File: src/rtl/pc_fetch_sequencer_if.sv
// Instruction-memory fetch port: one request channel (valid/ready) and one
// single-cycle response pulse channel.
interface pc_fetch_sequencer_if;
  logic        imem_req_valid;
  logic [31:0] imem_req_addr;
  logic        imem_req_ready;
  logic        imem_resp_valid;
  logic [31:0] imem_resp_data;

  modport master (
    output imem_req_valid,
    output imem_req_addr,
    input  imem_req_ready,
    input  imem_resp_valid,
    input  imem_resp_data
  );

  modport slave (
    input  imem_req_valid,
    input  imem_req_addr,
    output imem_req_ready,
    output imem_resp_valid,
    output imem_resp_data
  );
endinterface

File: src/rtl/pc_fetch_sequencer.sv
// Fetch PC owner: issues one outstanding imem request at a time, arbitrates
// trap/jump/branch redirects, drops stale responses and feeds the IF/ID slot.
module pc_fetch_sequencer #(
  parameter logic [31:0] RESET_PC = 32'h0000_0000,
  parameter logic [31:0] PC_STEP  = 32'd4
) (
  input  logic                        clk,
  input  logic                        reset,
  input  logic                        stall,
  input  logic                        trap_valid,
  input  logic [31:0]                 trap_target,
  input  logic                        j,
  input  logic [31:0]                 ja,
  input  logic                        br,
  input  logic [31:0]                 bta,
  pc_fetch_sequencer_if.master        imem,
  output logic                        if_valid,
  output logic [31:0]                 if_pc,
  output logic [31:0]                 if_instr
);

  localparam logic [31:0] NOP_INSTR = 32'h0000_0013;

  typedef enum logic [1:0] {BOOT, REQ, WAIT, KILL} state_t;

  state_t      state_reg, state_next;
  logic [31:0] fetch_pc_reg, fetch_pc_next;
  logic        if_valid_reg, if_valid_next;
  logic [31:0] if_pc_reg, if_pc_next;
  logic [31:0] if_instr_reg, if_instr_next;

  logic        redirect;
  logic [31:0] tgt;
  logic        slot_ok;
  logic        req_valid;
  logic        handshake;
  logic        capture;

  always_ff @(posedge clk or posedge reset) begin
    if (reset) begin
      state_reg    <= BOOT;
      fetch_pc_reg <= RESET_PC & ~32'h3;
      if_valid_reg <= 1'b0;
      if_pc_reg    <= 32'h0;
      if_instr_reg <= NOP_INSTR;
    end else begin
      state_reg    <= state_next;
      fetch_pc_reg <= fetch_pc_next;
      if_valid_reg <= if_valid_next;
      if_pc_reg    <= if_pc_next;
      if_instr_reg <= if_instr_next;
    end
  end

  always_comb begin
    redirect      = trap_valid | j | br;
    tgt           = (trap_valid ? trap_target : (j ? ja : bta)) & ~32'h3;
    slot_ok       = !if_valid_reg || !stall;
    // Request is masked during any redirect so an unaccepted address only moves on a redirect.
    req_valid     = (state_reg == REQ) && slot_ok && !redirect;
    handshake     = req_valid && imem.imem_req_ready;

    state_next    = state_reg;
    fetch_pc_next = fetch_pc_reg;
    capture       = 1'b0;

    case (state_reg)
      BOOT: state_next = REQ;
      REQ: begin
        if (handshake) begin
          fetch_pc_next = fetch_pc_reg + PC_STEP;
          state_next    = WAIT;
        end else if (redirect) begin
          fetch_pc_next = tgt;
        end
      end
      WAIT: begin
        if (redirect) begin
          fetch_pc_next = tgt;
          state_next    = imem.imem_resp_valid ? REQ : KILL;
        end else if (imem.imem_resp_valid) begin
          capture    = 1'b1;
          state_next = REQ;
        end
      end
      KILL: begin
        // The response still in flight belongs to the old path; latest redirect wins.
        if (redirect) fetch_pc_next = tgt;
        if (imem.imem_resp_valid) state_next = REQ;
      end
      default: state_next = BOOT;
    endcase

    if_valid_next = if_valid_reg;
    if_pc_next    = if_pc_reg;
    if_instr_next = if_instr_reg;
    if (redirect) begin
      if_valid_next = 1'b0;
    end else if (capture) begin
      if_valid_next = 1'b1;
      if_pc_next    = fetch_pc_reg - PC_STEP;
      if_instr_next = imem.imem_resp_data;
    end else if (!stall) begin
      if_valid_next = 1'b0;
    end
  end

  assign imem.imem_req_valid = req_valid;
  assign imem.imem_req_addr  = fetch_pc_reg;
  assign if_valid            = if_valid_reg;
  assign if_pc               = if_pc_reg;
  assign if_instr            = if_instr_reg;

endmodule
File: src/flat_wrapper.sv
// flat-port wrapper written by rule: the top's interface ports become plain ports
module pc_fetch_sequencer_flat 
#(
  parameter logic [31:0] RESET_PC = 32'h0000_0000,
  parameter logic [31:0] PC_STEP  = 32'd4
)
  (clk, reset, stall, trap_valid, trap_target, j, ja, br, bta, if_valid, if_pc, if_instr, imem_imem_req_valid, imem_imem_req_addr, imem_imem_req_ready, imem_imem_resp_valid, imem_imem_resp_data);
  pc_fetch_sequencer_if imem_i ();
  input  logic clk;
  input  logic reset;
  input  logic stall;
  input  logic trap_valid;
  input  logic [31:0] trap_target;
  input  logic j;
  input  logic [31:0] ja;
  input  logic br;
  input  logic [31:0] bta;
  output logic if_valid;
  output logic [31:0] if_pc;
  output logic [31:0] if_instr;
  output wire logic [$bits(imem_i.imem_req_valid)-1:0] imem_imem_req_valid;
  output wire logic [$bits(imem_i.imem_req_addr)-1:0] imem_imem_req_addr;
  input wire logic [$bits(imem_i.imem_req_ready)-1:0] imem_imem_req_ready;
  input wire logic [$bits(imem_i.imem_resp_valid)-1:0] imem_imem_resp_valid;
  input wire logic [$bits(imem_i.imem_resp_data)-1:0] imem_imem_resp_data;
  assign imem_imem_req_valid = imem_i.imem_req_valid;
  assign imem_imem_req_addr = imem_i.imem_req_addr;
  assign imem_i.imem_req_ready = imem_imem_req_ready;
  assign imem_i.imem_resp_valid = imem_imem_resp_valid;
  assign imem_i.imem_resp_data = imem_imem_resp_data;
  pc_fetch_sequencer #(.RESET_PC(RESET_PC), .PC_STEP(PC_STEP)) u_core (.clk(clk), .reset(reset), .stall(stall), .trap_valid(trap_valid), .trap_target(trap_target), .j(j), .ja(ja), .br(br), .bta(bta), .imem(imem_i), .if_valid(if_valid), .if_pc(if_pc), .if_instr(if_instr));
endmodule
File: config.mk
export PLATFORM = sky130hd
export DESIGN_NAME = pc_fetch_sequencer_flat
export DESIGN_NICKNAME = d
export VERILOG_FILES = /design/src/rtl/pc_fetch_sequencer_if.sv /design/src/rtl/pc_fetch_sequencer.sv /design/src/flat_wrapper.sv
export SDC_FILE = /design/constraint.sdc
export NUM_CORES = 1
export LEC_CHECK = 0
export BUFFER_PORTS_ARGS = -buffer_cell sky130_fd_sc_hd__buf_2
export CAP_MARGIN = 20
export CORE_ASPECT_RATIO = 1.1
export CORE_UTILIZATION = 53
export DETAILED_ROUTE_END_ITERATION = 8
export PLACE_DENSITY = 0.92
export SLEW_MARGIN = 5
export SYNTH_ARGS = -nofsm -noshare
export SYNTH_HDL_FRONTEND = slang
export SYNTH_SLANG_ARGS = --single-unit
File: constraint.sdc
create_clock -name clk -period 6.2 [get_ports clk]
set_clock_uncertainty 0.15 [all_clocks]
set_input_delay 0.62 -clock clk [delete_from_list [all_inputs] [get_ports clk]]
set_output_delay 0.62 -clock clk [all_outputs]
set_load 0.1 [all_outputs]
==> results_dict.tcl <==
set metrics [dict create \
    status "completed" \
    worstPathMaxFanout 73 \
    setup_tns_ns 0 \
    place.gp.congestion 0.880 \
    slowest_stage "or3_1" \
    rsz0062_at_grt "no" \
    start_util 0.544 \
    via_per_inst 5.78 \
    area_growth_pct 25.1 \
    peakVddDrop_v 0.000139 \
    fin_crit_sh 0.557 \
    yosys_warnings 0 \
    yosysSeqAreaShare 0.439 \
    drtPass1Iterations 5 \
    ctsRootBufferMaster "clkbuf_16" \
    cp-end-kind "register" \
    yosysUniqueCellTypes 56 \
    cp_cell_sequence "buf_2 > or3_1 > or3_2 > buf_4 > or3_1 > nand3_1" \
    cts_tree "yes" \
    layout-drive-gt1-share 0.297 \
    netlist.area_leader.share 0.425 \
    hp-class "in -> async" \
    drv_cap 0 \
    holdBufCountCts 0 \
    vias 5916 \
    path_class "in -> reg" \
    finalWirelength_mm 16.8 \
    h-tree-depth 3 \
    syn_nets 834 \
    hpwlAfterDp_mm 12.2 \
    cts-buffers-inserted 9 \
    p_leak_nw 3.57 \
    clk_latency_ns 0.34 \
    ys_async_sr_fraction 1.00 \
    cts_sinks 99 \
    grt_max_degree 74 \
    finalNetCount 1013 \
    synth_area_leaders "dfrtp_1 43%, nand2_1 12%, o21ai_0 5.6%" \
    nFillCells 853 \
    grt_pass1_wl_mm 26.2 \
    drv_slew 0 \
    die_w_um 100 \
    powerDensity_nw_per_um2 254 \
    antenna_left 0 \
    syn_area_um2 5650 \
    max-slew-margin-rel 0.372 \
    cts_resized 0 \
    setup_viol 0 \
    multiInputGateArea_um2 2900 \
    period_minus_slack_ns 3.45 \
    cp-start-kind "input pin" \
    slowest_delay_ns 0.85 \
    drtIter0Drc 553 \
    boundaryPins 234 \
    cts_buffer_depth 2 \
    antenna_cells 0 \
    clkTransAtPathRegs_ns 0.07 \
    post_drt_wl_per_cell_um 16.4 \
    rows 39 \
    tightest_slew_ns 0.942 \
    die_h_um 110 \
    fin_area_um2 7070 \
    antenna_found_initial 1 \
    first_global_vias 5250 \
    fp.coreArea_um2 10400 \
    track_usage 0.306 \
    critPathRequiredTime_ns 6.32 \
    place_area_um2 6760 \
    synth_cells 696 \
    die_area_um2 11100 \
    synth_top_flop_cell "dfrtp_1" \
    post-route-drc-count 0 \
    ff_latch_area_um2 2480 \
    yosysTopAreaCell "dfrtp_1" \
    post_cts_buffers 0 \
    fmax_mhz 290 \
    arrival_ns 3.58 \
    finalHoldViolCount 0 \
    synth_edf_count 0 \
    grt-ovfl-total 0 \
    synth-seq-cells 99 \
    cpMostUsedCell "or3_1" \
    avgSynthCellArea_um2 8.12 \
    port_buffers 227 \
]
## worst paths after layout
kind	startpoint	endpoint	slack (ns)	cells past startpoint
worst max-delay path	trap_valid	u_core.if_pc[26]	2.75	6
worst min-delay path	reset	u_core.if_instr[27]	0.13	2
worst max register to register	u_core.imem.imem_req_addr[4]	u_core.if_pc[31]	3.36	5
worst min register to register	u_core.if_instr[1]	u_core.if_instr[1]	0.31	2
max in group asynchronous	reset	u_core.imem.imem_req_addr[17]	4.57	3
min in group clk	u_core.if_instr[1]	u_core.if_instr[1]	0.31	2
## where the power goes
part | leakage, nW | switching (mW) | internal, mW
clock network | 0.152 | 0.241 | 0.336
logic | 2.12 | 0.355 | 0.115
registers | 1.31 | 0.0707 | 0.676
total | 3.57 | 0.666 | 1.13
## synthesized netlist by cell type (all sizes together) (2+ instances only)
library cell,count
ha,2
o311ai,10
nand2,184
a21oi,19
o22ai,13
a211oi,2
nor3,12
dfstp,3
and2,5
a31oi,6
xnor2,16
o31ai,5
nand2b,2
inv,6
a21o,2
a311o,2
o221ai,2
nor2b,4
o21ai,63
a32oi,2
a221o,3
nor2,38
nor4b,3
dfrtp,96
mux2i,14
a2bb2oi,2
xor2,6
mux2,2
or3,9
a221oi,2
or4,10
buf,10
o211ai,6
and3,8
clkbuf,54
nand3,28
a22oi,13
nand4,11
nor4,10
## per-layer routing
metal	global-route usage	vias to the layer above	share of wire
met5	0	-	0.00083
li1	-	2811	-
met3	0.0479	32	0.094
met1	0.404	2705	0.40
met4	0.107	2	0.016
met2	0.515	366	0.49
## critical path, delay by kind of cell
kind | cells | cell delay (ns)
buffers and inverters | 2 | 0.79
and+or+nand+nor | 4 | 2.13
## per-stage QoR
step           std cells  setup slack, ns   util  power, mW  hold WS (ns)
5_1_grt             1023             2.55  0.680       1.86         0.145
4_1_cts             1023             2.78  0.680       1.79         0.124
3_5_place_dp        1007             2.44  0.650       1.22         0.299
3_3_place_gp        1007             2.47  0.650       1.22         0.296
2_1_floorplan        696             2.84      -       1.10         0.381
6_report            1023             2.75  0.680       1.79         0.126
## layout make-up
class,instances,share of cell area
sequential,99,0.351
multi-input combinational,527,0.410
tap,143,0.0253
clock buffer,11,0.0358
timing repair buffer,232,0.166
clock inverter,5,0.00850
inverter,6,0.00354
## cell families after synthesis
kind of cell / count (synthesis) / synth area share
AND/OR/NAND/NOR: 329 / 0.266
AO/OA/AOI/OAI: 158 / 0.177
flip-flops: 99 / 0.439
buffers and inverters: 70 / 0.0498
XOR/XNOR: 22 / 0.0341
multiplexers: 16 / 0.0288
adder cells (fa/ha/maj): 2 / 0.00443
## cell usage in the layout (no fill, tap or decap), types with 10 or more instances in the layout
cell type	instances
o22ai_1	13
mux2i_1	14
buf_2	227
xnor2_1	16
nor3_1	10
nor2_1	38
nor4_1	10
nand3_1	28
nand4_1	11
nand2_1	184
a21oi_1	19
dfrtp_1	96
o21ai_0	63
a22oi_1	13
Power figures use the tool's default switching activity.
